`src/rtl/muxn_skid_pipe.sv`:
```
// -----------------------------------------------------------------------------
// muxn_skid_pipe
//
// Parametrised N-input, WIDTH-bit selector whose result is registered behind a
// valid/ready handshake. A two-entry skid arrangement (main register M plus
// skid register K) lets the producer see a purely registered in_ready while
// still sustaining one transfer per cycle under continuous flow.
//
// Ports:
//   clk        single clock, all state updates on the rising edge
//   reset      synchronous, active-high; clears all held entries and y/sel_err
//   flush      synchronous squash; drops held entries, y/sel_err keep value
//   d          packed data inputs, input k at bits [k*WIDTH +: WIDTH]
//   s          select index
//   in_valid   producer offers d/s this cycle
//   in_ready   block can accept this cycle (depends on state only)
//   y          selected data of the entry in M (registered)
//   sel_err    entry in M was captured with s >= N
//   out_valid  M holds a valid entry
//   out_ready  consumer takes y this cycle
// -----------------------------------------------------------------------------
module muxn_skid_pipe #(
  parameter int WIDTH = 32,
  parameter int N     = 11,
  parameter int SELW  = $clog2(N)
) (
  input  logic               clk,
  input  logic               reset,
  input  logic               flush,
  input  logic [N*WIDTH-1:0] d,
  input  logic [SELW-1:0]    s,
  input  logic               in_valid,
  output logic               in_ready,
  output logic [WIDTH-1:0]   y,
  output logic               sel_err,
  output logic               out_valid,
  input  logic               out_ready
);

  // Unpacked view of the data inputs.
  logic [WIDTH-1:0] din [N];

  genvar gi;
  generate
    for (gi = 0; gi < N; gi++) begin : g_unpack
      assign din[gi] = d[gi*WIDTH +: WIDTH];
    end
  endgenerate

  // Combinational select; an index past the last input yields zero data and
  // raises the error flag that travels with the entry.
  logic [WIDTH-1:0] sel_data;
  logic             sel_bad;

  always_comb begin
    sel_data = '0;
    for (int k = 0; k < N; k++) begin
      if (s == SELW'(k)) begin
        sel_data = din[k];
      end
    end
  end

  assign sel_bad = ({1'b0, s} >= (SELW+1)'(N));

  // Main register M drives the outputs; K catches the one entry that may
  // arrive while M is stalled, since in_ready is a cycle late to drop.
  logic             m_valid_reg;
  logic [WIDTH-1:0] m_data_reg;
  logic             m_err_reg;
  logic             k_valid_reg;
  logic [WIDTH-1:0] k_data_reg;
  logic             k_err_reg;

  logic accept;
  logic drain;
  logic m_free;

  // Ready only while the skid slot is empty: a registered signal, so there is
  // no combinational path from in_valid or out_ready.
  assign in_ready = !k_valid_reg;
  assign accept   = in_valid && in_ready;
  assign drain    = m_valid_reg && out_ready;
  assign m_free   = !m_valid_reg || drain;

  always_ff @(posedge clk) begin
    if (reset) begin
      m_valid_reg <= 1'b0;
      m_data_reg  <= '0;
      m_err_reg   <= 1'b0;
      k_valid_reg <= 1'b0;
      k_data_reg  <= '0;
      k_err_reg   <= 1'b0;
    end else if (flush) begin
      // Data registers keep their contents; only the valid bits are squashed,
      // which also discards any accept presented in this cycle.
      m_valid_reg <= 1'b0;
      k_valid_reg <= 1'b0;
    end else if (m_free) begin
      if (k_valid_reg) begin
        // Older entry in K goes first to preserve acceptance order.
        m_valid_reg <= 1'b1;
        m_data_reg  <= k_data_reg;
        m_err_reg   <= k_err_reg;
        k_valid_reg <= 1'b0;
      end else if (accept) begin
        m_valid_reg <= 1'b1;
        m_data_reg  <= sel_data;
        m_err_reg   <= sel_bad;
      end else begin
        m_valid_reg <= 1'b0;
      end
    end else if (accept) begin
      // M stalled: park the new entry in K.
      k_valid_reg <= 1'b1;
      k_data_reg  <= sel_data;
      k_err_reg   <= sel_bad;
    end
  end

  assign y         = m_data_reg;
  assign sel_err   = m_err_reg;
  assign out_valid = m_valid_reg;

endmodule

```
`config.mk`:
```
export PLATFORM = sky130hd
export DESIGN_NAME = muxn_skid_pipe
export DESIGN_NICKNAME = d
export VERILOG_FILES = /design/src/rtl/muxn_skid_pipe.sv
export SDC_FILE = /design/constraint.sdc
export NUM_CORES = 1
export LEC_CHECK = 0
export BUFFER_PORTS_ARGS = -buffer_cell sky130_fd_sc_hd__buf_2
export CORE_AREA = 2 2 154 156
export CTS_CLUSTER_SIZE = 10
export DETAILED_ROUTE_END_ITERATION = 12
export DIE_AREA = 0 0 156 158
export GPL_ROUTABILITY_DRIVEN = 0
export GPL_TIMING_DRIVEN = 0
export MAX_ROUTING_LAYER = met4
export PLACE_DENSITY = 0.59
export SYNTH_ARGS = -nofsm -noshare
export SYNTH_HDL_FRONTEND = slang
export SYNTH_SLANG_ARGS = --single-unit
```
`constraint.sdc`:
```
create_clock -name clk -period 2.7 [get_ports clk]
set_input_delay 0 -clock clk [delete_from_list [all_inputs] [get_ports clk]]
set_output_delay 0 -clock clk [all_outputs]
set_load 0.005 [all_outputs]
```
======== Yosys cells after proc, flatten, opt, wreduce, memory -nomap -nowiden ========
Index checks and enable logic that the tools add are counted.
cells by class
  $lt $le $gt $ge ......................... 1
  equality and inequality tests ........... 10
  multiplexer cells ....................... 17
  bitwise operators ....................... 2
  reduce and logical (&&, ||, !) cells .... 11
operators with widths
  operator            count
  $mux 32             13
  $eq 4x3->1 const B  4
  $eq 4x4->1 const B  3
  $eq 4x2->1 const B  2
  $reduce_and 3->1    2
  $eq 4x1->1 const B  1
  $ge 4x4->1 const B  1
  $logic_not 4->1     1
  $mux 1              4
  $reduce_or 3->1     1
  $logic_and 1x1->1   2
  $logic_not 1->1     2
  $not 1->1           2
  $reduce_bool 2->1   1
  $reduce_or 2->1     1
  $logic_or 1x1->1    1
storage, ports and cells
  flip-flop bits (word level) ............. 68
  output and inout bits ................... 35

======== Longest topological paths before layout ========
  depth after elaboration ................. 14
  gate-level depth with buffers ........... 8
  mapped depth without buffers ............ 5

======== Worst setup path before layout ========
No wires, ideal clock.
  path type ............................... register -> register
  start ................................... register m_valid_reg (netlist: out_valid)
  end ..................................... register m_data_reg[26] (netlist: y[26])
  data arrival time ....................... 1512 ps
  required time ........................... 2563 ps
  slack ................................... 1051 ps
  stages on the path, launching flop included .. 7
  cells stage by stage .................... dfxtp_1 and2b_1 nor3_2 nor2_2 clkbuf_1 a221oi_1 a22oi_1
on the way
  longest elaborated chain between the ends .. 3
  elaborated cells on any way between the ends .. 4
ends and longest elaborated chain
  what                                                  RTL line  text
  start: declaration                                    68        logic m_valid_reg;
  start signal: assignment                              88        m_valid_reg <= 1'b0;
  start signal: assignment                              97        m_valid_reg <= 1'b0;
  start signal: assignment                              102       m_valid_reg <= 1'b1;
  $logic_not 1->1 or $logic_and 1x1->1 (tied branches)  84, 83
  $logic_or 1x1->1 (*)                                  84        assign m_free = !m_valid_reg || drain;
  $reduce_and 3->1 (no line) (*)                        -
  end signal: assignment                                103       m_data_reg <= k_data_reg;
  end signal: assignment                                108       m_data_reg <= sel_data;
  end: declaration                                      69        logic [WIDTH-1:0] m_data_reg;
Every way passes the cells marked *; elsewhere a longest branch is shown, timed or not.
A chain may end at the register's enable or synchronous reset.

======== Worst setup path in the final report ========
  start ................................... register m_valid_reg (netlist: out_valid)
  end ..................................... register m_data_reg[0] (netlist: y[0])
Same word-level chain as after synthesis.

==> results.ini <==
[sta]
fmax_mhz=444
maxSlewViolCount=0
tns_ps=0
setup_viol=0
finClkSkew_ps=3.52
hold_viol_final=0
tightest_slew_ps=1100
rsz0062_at_grt=no
slew_headroom=0.257
fin_crit_ps=2250
period_share=0.833

[pwr]
p_per_area_mw_per_mm2=352
leakage_nw=3.74
ir_worst_vdd_v=0.000220

[global_routing]
grt_pass1_vias=8647
grt_pass1_wl_um=53700
grt_max_degree=11
gr-total-overflow=0
antenna_found_initial=9
gr-usage-all-layers=0.298

[flow_run]
drv_cap=0

[clock_network]
numCtsBuffers=9
clockBufferDepth=2
clock-sinks=68
ctsResizeCount=0
cts_setup_buffers=0
cts_tree=built
cts_root_buf=clkbuf_16
hold_buffers=21
clk_pin_slew_ps=60
h-tree-depth=3
clk_latency_ps=330

[yosys]
synthArstFlopShare=0
yosys-top-cells-area=dfxtp_1 21%, o21ai_0 7.2%, mux4_2 6.7%
synth.top_cell.area_share=0.213
yosysTopAreaCell=dfxtp_1
ys.flop_type=dfxtp_1
synth-seq-area-share=0.213
synth_area_mm2=0.00638
yosysWarnings=0
synth_edf_count=0
ys_types=51
synth_seq_cells=68
synth_area_per_cell_um2=7.63
netlist_instances=837
syn_nets=1198

[die]
die_w_um=156
rows=56
die-area_mm2=0.0246
ioPinCount=396
start_util=0.277
die_h_um=158
coreArea_mm2=0.0231

[finish]
syn_to_final_growth_pct=44.3
final_common_cell=buf_2
layout_common_cells=425 x buf_2, 99 x nand2_1, 92 x o21ai_0, 68 x dfxtp_1, 60 x nor2_1
fillCellCount=2456
final_cell_area_mm2=0.00921
final_nets=1623
drive_above_1_share=0.398

[worst_setup_path]
crit_chain=and2b_1 -> nor3_2 -> nor2_2 -> clkbuf_1 -> a221oi_1 -> a22oi_1
end_kind=flip-flop
path_max_fanout=10
worstSetupPathType=reg -> reg
crit_arrival_ps=2450
start_kind=flip-flop
critPathMaxStageDelay_ps=560
crit_required_ps=2900
crit_path_top_delay_cell=nor3_2

[routing]
vias=9092
drc=0
wl_per_cell_um=24.0
vias_per_cell=5.80
antenna_left=0
routed_wl_um=37600
firstDrtPassIters=5
drt_iter0_drc=951

[hold_path]
min-delay-path-class=in -> reg

[placed_design]
place_area_mm2=0.00871
io_buffers=393
hpwl_um=30700

[status]
status=finished clean

==> stage by stage <==
step	util	std cells	setup slack, ps	total power, mW	hold slack [ps]
4_1_cts	0.399	1557	482	3.23	2.88
5_1_grt	0.399	1566	266	3.38	50.2
2_1_floorplan	-	837	1050	1.59	162
6_report	0.400	1567	450	3.24	11.5
3_5_place_dp	0.378	1520	489	2.13	288
3_3_place_gp	0.378	1520	499	2.13	284
==> synth_stat cells, types with 7 or more instances <==
cell / count
buf_4: 7
mux2i_1: 26
o22a_1: 7
nand4_1: 38
a311oi_1: 26
o21ai_0: 92
a221oi_1: 19
o2111ai_1: 25
mux4_2: 19
dfxtp_1: 68
a22oi_1: 26
nand3_1: 33
a32oi_1: 14
nand2_1: 99
a21oi_1: 40
nand2b_1: 10
o21bai_1: 7
a311oi_2: 12
clkbuf_1: 44
o211ai_1: 20
or3_1: 24
nor2_1: 60
nor2b_1: 8
o21ai_1: 12
buf_6: 9
buf_2: 32
a211oi_1: 14
==> power by group <==
part	internal, mW	total (mW)	switching, mW
combinational	0.484	1.11	0.627
clock	0.645	1.08	0.432
sequential	1.03	1.05	0.0184
==> cells by family after synthesis <==
logic type | after synthesis | synth area share
flip-flops | 68 | 0.213
buffers and inverters | 97 | 0.0798
AO/OA/AOI/OAI | 322 | 0.353
AND/OR/NAND/NOR | 299 | 0.236
multiplexers | 51 | 0.118
==> worst paths after layout <==
path,slack (ps),start,end,cells past startpoint
min reg2reg,490,k_data_reg[17],k_data_reg[17],2
max,450,out_valid,y[0],6
min,10,d[337],y[17],3
max reg2reg,450,out_valid,y[0],6
==> metal layers <==
metal	vias to the layer above	track usage	part of all wire
met1	4305	0.380	0.41
met3	83	0.0627	0.085
met4	0	0.104	0.029
met5	-	-	0
li1	4150	-	-
met2	554	0.469	0.47
==> area by class of cell <==
class                      count  area, um2  area share
multi-input combinational    672       4510       0.490
timing repair buffer         414       2180       0.236
sequential                    68       1360       0.148
buffer                        95        502      0.0545
tap                          290        363      0.0394
clock buffer                  14        254      0.0276
antenna                       10       25.0     0.00272
clock inverter                 2       10.0     0.00109
inverter                       2       7.51    0.000815
==> critical path: cells and delay by family, from the launching register on <==
| kind | cells | cell delay [ps] |
|---|---|---|
| DFF | 1 | 310 |
| and+or+nand+nor | 3 | 1000 |
| buffers and inverters | 1 | 320 |
| AOI/OAI and AO/OA | 2 | 460 |
Power figures use the tool's default switching activity.
